[src/rtl/xbus_arbiter.sv]
// xbus_arbiter: round-robin sharing of one xbus slave port among CPU, disk DMA and spy.
// Latches the winner's request, times out silent slaves and drains late acks.
module xbus_arbiter #(
  parameter int TIMEOUT = 255
) (
  input  logic        clk,
  input  logic        reset,
  input  logic [2:0]  m_req,
  input  logic [2:0]  m_write,
  input  logic [65:0] m_addr,
  input  logic [95:0] m_wdata,
  output logic [2:0]  m_ack,
  output logic [2:0]  m_err,
  output logic [31:0] m_rdata,
  output logic [2:0]  grant,
  output logic        xbus_req,
  output logic        xbus_write,
  output logic [21:0] xbus_addr,
  output logic [31:0] xbus_wdata,
  input  logic [31:0] xbus_rdata,
  input  logic        xbus_ack
);

  typedef enum logic [1:0] {
    S_IDLE,
    S_REQ,
    S_REL
  } state_t;

  localparam logic [7:0] TMO_LAST = 8'(TIMEOUT - 1);

  state_t      state;
  state_t      state_nx;
  logic [1:0]  last_grant;
  logic [1:0]  owner;
  logic [1:0]  win;
  logic [1:0]  o0;
  logic [1:0]  o1;
  logic [1:0]  o2;
  logic [7:0]  timer;
  logic        timeout_hit;
  logic [21:0] addr_a  [3];
  logic [31:0] wdata_a [3];

  for (genvar i = 0; i < 3; i++) begin : g_split
    assign addr_a[i]  = m_addr[22*i +: 22];
    assign wdata_a[i] = m_wdata[32*i +: 32];
  end

  // scan order starts just after the previous owner
  always_comb begin
    case (last_grant)
      2'd0: begin
        o0 = 2'd1; o1 = 2'd2; o2 = 2'd0;
      end
      2'd1: begin
        o0 = 2'd2; o1 = 2'd0; o2 = 2'd1;
      end
      default: begin
        o0 = 2'd0; o1 = 2'd1; o2 = 2'd2;
      end
    endcase
    if (m_req[o0])      win = o0;
    else if (m_req[o1]) win = o1;
    else                win = o2;
  end

  assign timeout_hit = (timer == TMO_LAST);
  assign xbus_req    = (state == S_REQ);

  always_comb begin
    state_nx = state;
    case (state)
      S_IDLE:  if (|m_req) state_nx = S_REQ;
      S_REQ:   if (xbus_ack || timeout_hit) state_nx = S_REL;
      S_REL:   if (!xbus_ack) state_nx = S_IDLE;
      default: state_nx = S_IDLE;
    endcase
  end

  always_ff @(posedge clk or negedge reset) begin
    if (!reset) state <= S_IDLE;
    else        state <= state_nx;
  end

  always_ff @(posedge clk or negedge reset) begin
    if (!reset) begin
      m_ack      <= '0;
      m_err      <= '0;
      m_rdata    <= '0;
      grant      <= '0;
      owner      <= '0;
      last_grant <= 2'd2;
      timer      <= '0;
      xbus_write <= 1'b0;
      xbus_addr  <= '0;
      xbus_wdata <= '0;
    end else begin
      m_ack <= '0;
      m_err <= '0;
      case (state)
        S_IDLE: begin
          if (|m_req) begin
            owner      <= win;
            grant      <= 3'b001 << win;
            xbus_write <= m_write[win];
            xbus_addr  <= addr_a[win];
            xbus_wdata <= wdata_a[win];
            timer      <= '0;
          end
        end
        S_REQ: begin
          timer <= timer + 8'd1;
          if (xbus_ack) begin
            if (!xbus_write) m_rdata <= xbus_rdata;
            m_ack      <= grant;
            last_grant <= owner;
          end else if (timeout_hit) begin
            m_ack      <= grant;
            m_err      <= grant;
            m_rdata    <= '0;
            last_grant <= owner;
          end
        end
        S_REL: begin
          if (!xbus_ack) grant <= '0;
        end
        default: ;
      endcase
    end
  end

endmodule

[config.mk]
export PLATFORM = sky130hd
export DESIGN_NAME = xbus_arbiter
export DESIGN_NICKNAME = d
export VERILOG_FILES = /design/src/rtl/xbus_arbiter.sv
export SDC_FILE = /design/constraint.sdc
export NUM_CORES = 1
export LEC_CHECK = 0
export ABC_AREA = 1
export BUFFER_PORTS_ARGS = -buffer_cell sky130_fd_sc_hd__buf_4
export CAP_MARGIN = 0
export CORE_ASPECT_RATIO = 0.5
export CORE_MARGIN = 2
export CORE_UTILIZATION = 51
export CTS_CLUSTER_SIZE = 28
export DETAILED_ROUTE_END_ITERATION = 16
export PLACE_DENSITY = 0.94
export SYNTH_ARGS = -nofsm -noshare
export SYNTH_HDL_FRONTEND = slang
export SYNTH_SLANG_ARGS = --single-unit
[constraint.sdc]
create_clock -name clk -period 2.35 [get_ports clk]
set_input_delay 0.3525 -clock clk [delete_from_list [all_inputs] [get_ports clk]]
set_output_delay 0.3525 -clock clk [all_outputs]
set_load 0.01 [all_outputs]
==> impl_metrics.json, run 1 <==
{
  "status": "finished, final reports clean",
  "post-dp-hpwl_um": 13900,
  "clkTransAtPathRegs_ps": 80,
  "crit_path_top_delay_cell": "dfrtp_1",
  "yosysUniqueCellTypes": 29,
  "cts_resized": 0,
  "syn_nets": 1068,
  "routedWlPerCell_um": 14.7,
  "ys_ff_latch": 110,
  "rsz0062_at_grt": "no",
  "finalHoldViolCount": 0,
  "finalCriticalPeriod_ps": 1990,
  "coreArea_mm2": 0.0118,
  "cpPeakStageDelay_ps": 410,
  "drv_cap": 0,
  "rows": 28,
  "drtIter0Drc": 626,
  "pwr-share-seq_pct": 28.8,
  "chipHeight_um": 81.8,
  "critPathCaptureType": "flip-flop",
  "place.gp.congestion": 0.918,
  "diodes": 0,
  "clock-sinks": 110,
  "syn_avg_cell_area_um2": 7.15,
  "ys_seq_area_share_pct": 44.6,
  "required_ps": 2600,
  "grt_pass1_wl_um": 30100,
  "skew_ps": 6.86,
  "powerDensity_mw_per_mm2": 1280,
  "grt_usage_pct": 28.6,
  "syn_inst": 863,
  "relSlewSlack_pct": 53.4,
  "crit_chain": "inv_1 > ha_1 > nand3_1 > nor2_1 > nor2_1 > nor2_4 > nand2_2 > buf_12 > o21ai_0",
  "finalCritPeriodShare_pct": 84.9,
  "die-area_mm2": 0.0131,
  "routed_via_density": 5.29,
  "cts_made_buffers": 9,
  "ant_nets": 0,
  "area_growth_pct": 41.6,
  "cts_setup_buffers": 0,
  "drcViolationCount": 0,
  "portBuffers": 299,
  "clock_latency_ps": 340,
  "cts_tree": "yes",
  "grt_pass1_vias": 6407,
  "cp.arrival_ps": 2250,
  "design_area_mm2": 0.00874,
  "setup_viol_count_final": 0,
  "overflow": 0,
  "slew_viol_final": 0,
  "cts-root-buf": "clkbuf_16",
  "fin_util_pct": 74.0,
  "final_common_cell": "buf_4",
  "grt_start_max_net_pins": 114,
  "hold_buffers": 0,
  "crit_fanout": 42,
  "clockPowerShare_pct": 13.1,
  "fmax_ghz": 0.501,
  "syn_area_mm2": 0.00617,
  "antenna_found_initial": 0,
  "switching_power_w": 0.00511,
  "internal_power_w": 0.00608,
  "nets": 1334,
  "start_util_pct": 52.3,
  "crit_type": "flip-flop to flip-flop",
  "p_sw_share_pct": 45.7,
  "wirelength_um": 19000,
  "ir_drop_v": 0.000838,
  "crit_top_cell": "nor2_1",
  "cts.htree.levels": 3,
  "hp-class": "input port to asynchronous set/reset pin",
  "crit_buf_inv": 2,
  "crit_family": "simple AND/OR/NAND/NOR gates",
  "p_leak_nw": 4.67,
  "setup_tns_ps": 0,
  "yosysWarnings": 0,
  "vias": 6872,
  "layout_common_cells": "310 x buf_4, 260 x nand2_1, 173 x nand3_1",
  "cp-start-kind": "flip-flop",
  "power_frac_comb_pct": 58.1,
  "drive_gt1_share_pct": 32.2,
  "clk_path_buf_depth": 2,
  "tightest_slew_ps": 700,
  "ios": 300,
  "die_w_um": 160,
  "whs_ps": 39.5,
  "dr.pass1.iters": 5,
  "place_area_mm2": 0.00846
}
## through the flow
| step | std cells | worst slack [ps] | power, W |
|---|---|---|---|
| finish | 1298 | 356 | 0.0112 |
| global route | 1298 | 210 | 0.0121 |
| CTS | 1298 | 349 | 0.0112 |
| detailed placement | 1283 | 388 | 0.00969 |
| global placement | 1283 | 528 | 0.00941 |
| floorplan | 863 | 809 | 0.00740 |
## final timing paths
| path | start | to | slack, ps | cells past startpoint |
|---|---|---|---|---|
| setup / recovery | timer[0] | m_rdata[28] | 360 | 9 |
| hold / removal | reset | xbus_addr[12] | 40 | 1 |
| setup reg to reg | timer[0] | m_rdata[28] | 360 | 9 |
| hold reg to reg | m_rdata[4] | m_rdata[4] | 490 | 2 |
| max in group asynchronous | reset | last_grant[1] | 1630 | 2 |
| min in group clk | xbus_rdata[19] | m_rdata[19] | 270 | 3 |
## state kept, by name (all words and copies together), names as in the netlist, 2 cells and up
| signal | flops |
|---|---|
| m_err | 3 |
| last_grant | 2 |
| grant | 3 |
| xbus_addr | 22 |
| timer | 8 |
| xbus_wdata | 32 |
| owner | 2 |
| m_rdata | 32 |
| state | 2 |
| m_ack | 3 |
## layer usage
layer | wire length [µm] | global-route usage, % | vias to the layer above
met3 | 1340 | 5.76 | 68
met4 | 678 | 10.4 | 0
met1 | 7540 | 35.4 | 3173
li1 | - | - | 3308
met2 | 9490 | 51.1 | 323
met5 | 0 | 0 | -
## power by group through the flow
stage	combinational [W]	clock [W]	sequential [W]
final	0.00650	0.00146	0.00322
after global routing	0.00718	0.00157	0.00332
after CTS	0.00648	0.00148	0.00322
after detailed placement	0.00645	0	0.00324
after global placement	0.00621	0	0.00321
after floorplan	0.00387	0	0.00353
## layout make-up
type	instances	area [µm²]
Clock inverter	6	57.6
Tap cell	165	206
Sequential cell	110	2750
Inverter	71	267
Multi-Input combinational cell	621	2780
Clock buffer	9	225
Timing Repair Buffer	316	2450
Fill cell	903	3070
## kinds of logic after synthesis
kind of cell	after synthesis	synth area share (%)
and+or+nand+nor	516	36.1
buffers and inverters	132	10.3
DFF	110	44.6
AOI/OAI and AO/OA	102	8.41
adders and majority gates	2	0.405
xor gates and xnor gates	1	0.142
## worst register-to-register path, stage by stage, from the launching register on
cell	delay, ps
dfrtp_1	410
inv_1	100
ha_1	150
nand3_1	60
nor2_1	180
nor2_1	90
nor2_4	180
nand2_2	270
buf_12	270
o21ai_0	190
## Yosys cell counts
cell / instances / area (µm²)
o31ai_1: 1 / 7.51
nand3_2: 1 / 10.0
nand3_1: 173 / 866
inv_1: 34 / 128
clkinv_1: 19 / 71.3
clkbuf_1: 16 / 60.1
or2_2: 1 / 6.26
nand4_1: 7 / 43.8
o21ai_0: 46 / 230
buf_4: 2 / 15.0
dfstp_2: 1 / 26.3
a22oi_1: 1 / 7.51
o22ai_1: 1 / 6.26
buf_2: 24 / 120
nor2_4: 3 / 33.8
buf_6: 14 / 158
o21ai_1: 3 / 15.0
inv_2: 18 / 67.6
nand2_1: 261 / 980
o211ai_1: 1 / 7.51
buf_1: 5 / 18.8
a21oi_1: 49 / 245
ha_1: 2 / 25.0
nand2_2: 7 / 43.8
nor2_1: 58 / 218
nor3_1: 3 / 15.0
xor2_1: 1 / 8.76
dfrtp_1: 109 / 2730
nor2_2: 2 / 12.5
(Power assumes the default switching activity.)
==> run 2, diff against run 1 <==
--- a/config.mk
+++ b/config.mk
@@ -10,10 +10,10 @@
 export CAP_MARGIN = 0
 export CORE_ASPECT_RATIO = 0.5
 export CORE_MARGIN = 2
-export CORE_UTILIZATION = 51
+export CORE_UTILIZATION = 42
 export CTS_CLUSTER_SIZE = 28
 export DETAILED_ROUTE_END_ITERATION = 16
-export PLACE_DENSITY = 0.94
+export PLACE_DENSITY = 0.84
 export SYNTH_ARGS = -nofsm -noshare
 export SYNTH_HDL_FRONTEND = slang
 export SYNTH_SLANG_ARGS = --single-unit
==> constraint.sdc (replaced) <==
create_clock -name clk -period 1.7 [get_ports clk]
set_input_delay 0.255 -clock clk [delete_from_list [all_inputs] [get_ports clk]]
set_output_delay 0.255 -clock clk [all_outputs]
set_load 0.01 [all_outputs]
==> run 2 against run 1 <==
Net effect: total power up 43%; utilization down 11 points; fmax up 18%; critical path type unchanged.
==> impl_metrics.json, run 2 (synthesized netlist as in run 1, its figures left out) <==
{
  "crit_path_top_delay_cell": "dfstp_2",
  "grt_pass1_vias": 6497,
  "critPathCaptureType": "flip-flop",
  "rsz0062_at_grt": "yes",
  "place_area_mm2": 0.00867,
  "finalCritPeriodShare_pct": 99.5,
  "drcViolationCount": 0,
  "status": "finished, final reports clean",
  "finalHoldViolCount": 0,
  "overflow": 0,
  "skew_ps": 6.17,
  "cts_made_buffers": 9,
  "p_leak_nw": 4.80,
  "drv_cap": 0,
  "ant_nets": 0,
  "r2r-end": "xbus_wdata[13]",
  "fill_cells": 1267,
  "crit_top_cell": "nand2_2",
  "post-dp-hpwl_um": 14300,
  "ios": 300,
  "place.gp.congestion": 0.892,
  "final_common_cell": "buf_4",
  "cts_tree": "yes",
  "grt_usage_pct": 23.7,
  "clk_path_buf_depth": 2,
  "dr.pass1.iters": 5,
  "whs_endpoint": "m_rdata[14]",
  "vias": 6861,
  "finalCriticalPeriod_ps": 1690,
  "clock-sinks": 110,
  "design_area_mm2": 0.00904,
  "setup_viol_count_final": 0,
  "die_w_um": 175,
  "layout_common_cells": "306 x buf_4, 258 x nand2_1, 173 x nand3_1",
  "fin_util_pct": 62.7,
  "highest_layer": "met4",
  "grt_start_max_net_pins": 65,
  "setup_tns_ps": 0,
  "tightest_slew_ps": 476,
  "cts-root-buf": "clkbuf_16",
  "die-area_mm2": 0.0157,
  "area_growth_pct": 46.5,
  "grt_pass1_wl_um": 30700,
  "routed_via_density": 5.11,
  "reg2reg_depth": 9,
  "drive_gt1_share_pct": 33.0,
  "cp.arrival_ps": 1950,
  "crit_chain": "inv_2 > nand3_1 > nand2_2 > nor2_4 > nand2_2 > nand2_4 > buf_12 > nand2_1 > a21oi_1",
  "nets": 1344,
  "crit_type": "flip-flop to flip-flop",
  "crit_fanout": 30,
  "clkTransAtPathRegs_ps": 80,
  "rrSetupSlack_ps": 9,
  "hold_start": "xbus_rdata[14]",
  "critical_path.reg2reg.startpoint": "last_grant[1]",
  "route.met3.wl_um": 1390,
  "required_ps": 1960,
  "coreArea_mm2": 0.0144,
  "portBuffers": 299,
  "hp-class": "input port to flip-flop",
  "hold_depth": 3,
  "reg.largest.list": "m_rdata (32), xbus_wdata (32), xbus_addr (22)",
  "diodes": 0,
  "cp-start-kind": "flip-flop",
  "cts.htree.levels": 3,
  "cpPeakStageDelay_ps": 590,
  "chipHeight_um": 89.7,
  "relSlewSlack_pct": 68.2,
  "ir_drop_v": 0.00109,
  "powerDensity_mw_per_mm2": 1770,
  "rows": 31,
  "start_util_pct": 42.8,
  "routedWlPerCell_um": 14.3,
  "wl_met2_um": 9430,
  "wirelength_um": 19100,
  "clock_latency_ps": 340,
  "drtIter0Drc": 430,
  "fmax_ghz": 0.591,
  "slew_viol_final": 0,
  "wl_met1_um": 7630,
  "antenna_found_initial": 0
}
## run 2: cell count changes in the layout (fill, tap and decap cells not counted), moves of 2 or more
cell and delta:
buf_12 +10, buf_4 -4, clkinvlp_4 -2, inv_8 +2, nand2_1 -2, nand2_4 +2
## run 2: how the worst max path moves through the flow
stage,startpoint,endpoint,slack [ps],cells past startpoint
5_1_grt,last_grant[1],xbus_wdata[31],-120,9
2_1_floorplan,timer[0],m_rdata[10],160,10
3_3_place_gp,last_grant[1],xbus_wdata[10],70,9
6_report,last_grant[1],xbus_wdata[13],9,9
4_1_cts,last_grant[1],xbus_addr[0],-5,9
3_5_place_dp,last_grant[1],xbus_wdata[13],-50,9
## run 2: critical path: cells and delay by family, from the launching register on
family,cells,cell delay [ps]
flops,1,590
buf+inv,2,250
compound gates,1,140
simple gates,6,620
## run 2: cell type report
class | count | area, µm² | share of cell area (%)
Multi-Input combinational cell | 621 | 2800 | 31.0
Tap cell | 198 | 248 | 2.74
Inverter | 71 | 267 | 2.95
Clock buffer | 10 | 229 | 2.53
Timing Repair Buffer | 326 | 2680 | 29.6
Clock inverter | 6 | 65.1 | 0.720
Sequential cell | 110 | 2750 | 30.5
## run 2: metal layers
| metal | vias up | track usage, % |
|---|---|---|
| met3 | 59 | 4.40 |
| met1 | 3139 | 29.4 |
| met2 | 333 | 40.1 |
| met5 | - | 0 |
| met4 | 0 | 10.9 |
| li1 | 3330 | - |
## run 2: per-stage QoR
stage	hold slack (ps)	total power (W)	std cells	setup slack (ps)
global placement	242	0.0135	1323	68.1
finish	172	0.0160	1342	9.30
global route	159	0.0173	1342	-121
CTS	160	0.0160	1340	-5.17
detailed placement	243	0.0138	1323	-48.3
floorplan	-40.6	0.0102	863	159
## run 2: report_power, final
group | internal [W] | switching, W
Clock | 0.00104 | 0.00103
Combinational | 0.00406 | 0.00542
Sequential | 0.00378 | 0.000681
## run 2: timing repair
item / in CTS / in global routing
resized for setup: 4 / 6
pin swaps: 0 / 1
endpoints found under the hold margin: 27 / 0
endpoints found under the setup margin: 31 / 88
setup buffers: 0 / 1
cloned: 0 / 1
hold buffers: 1 / 0
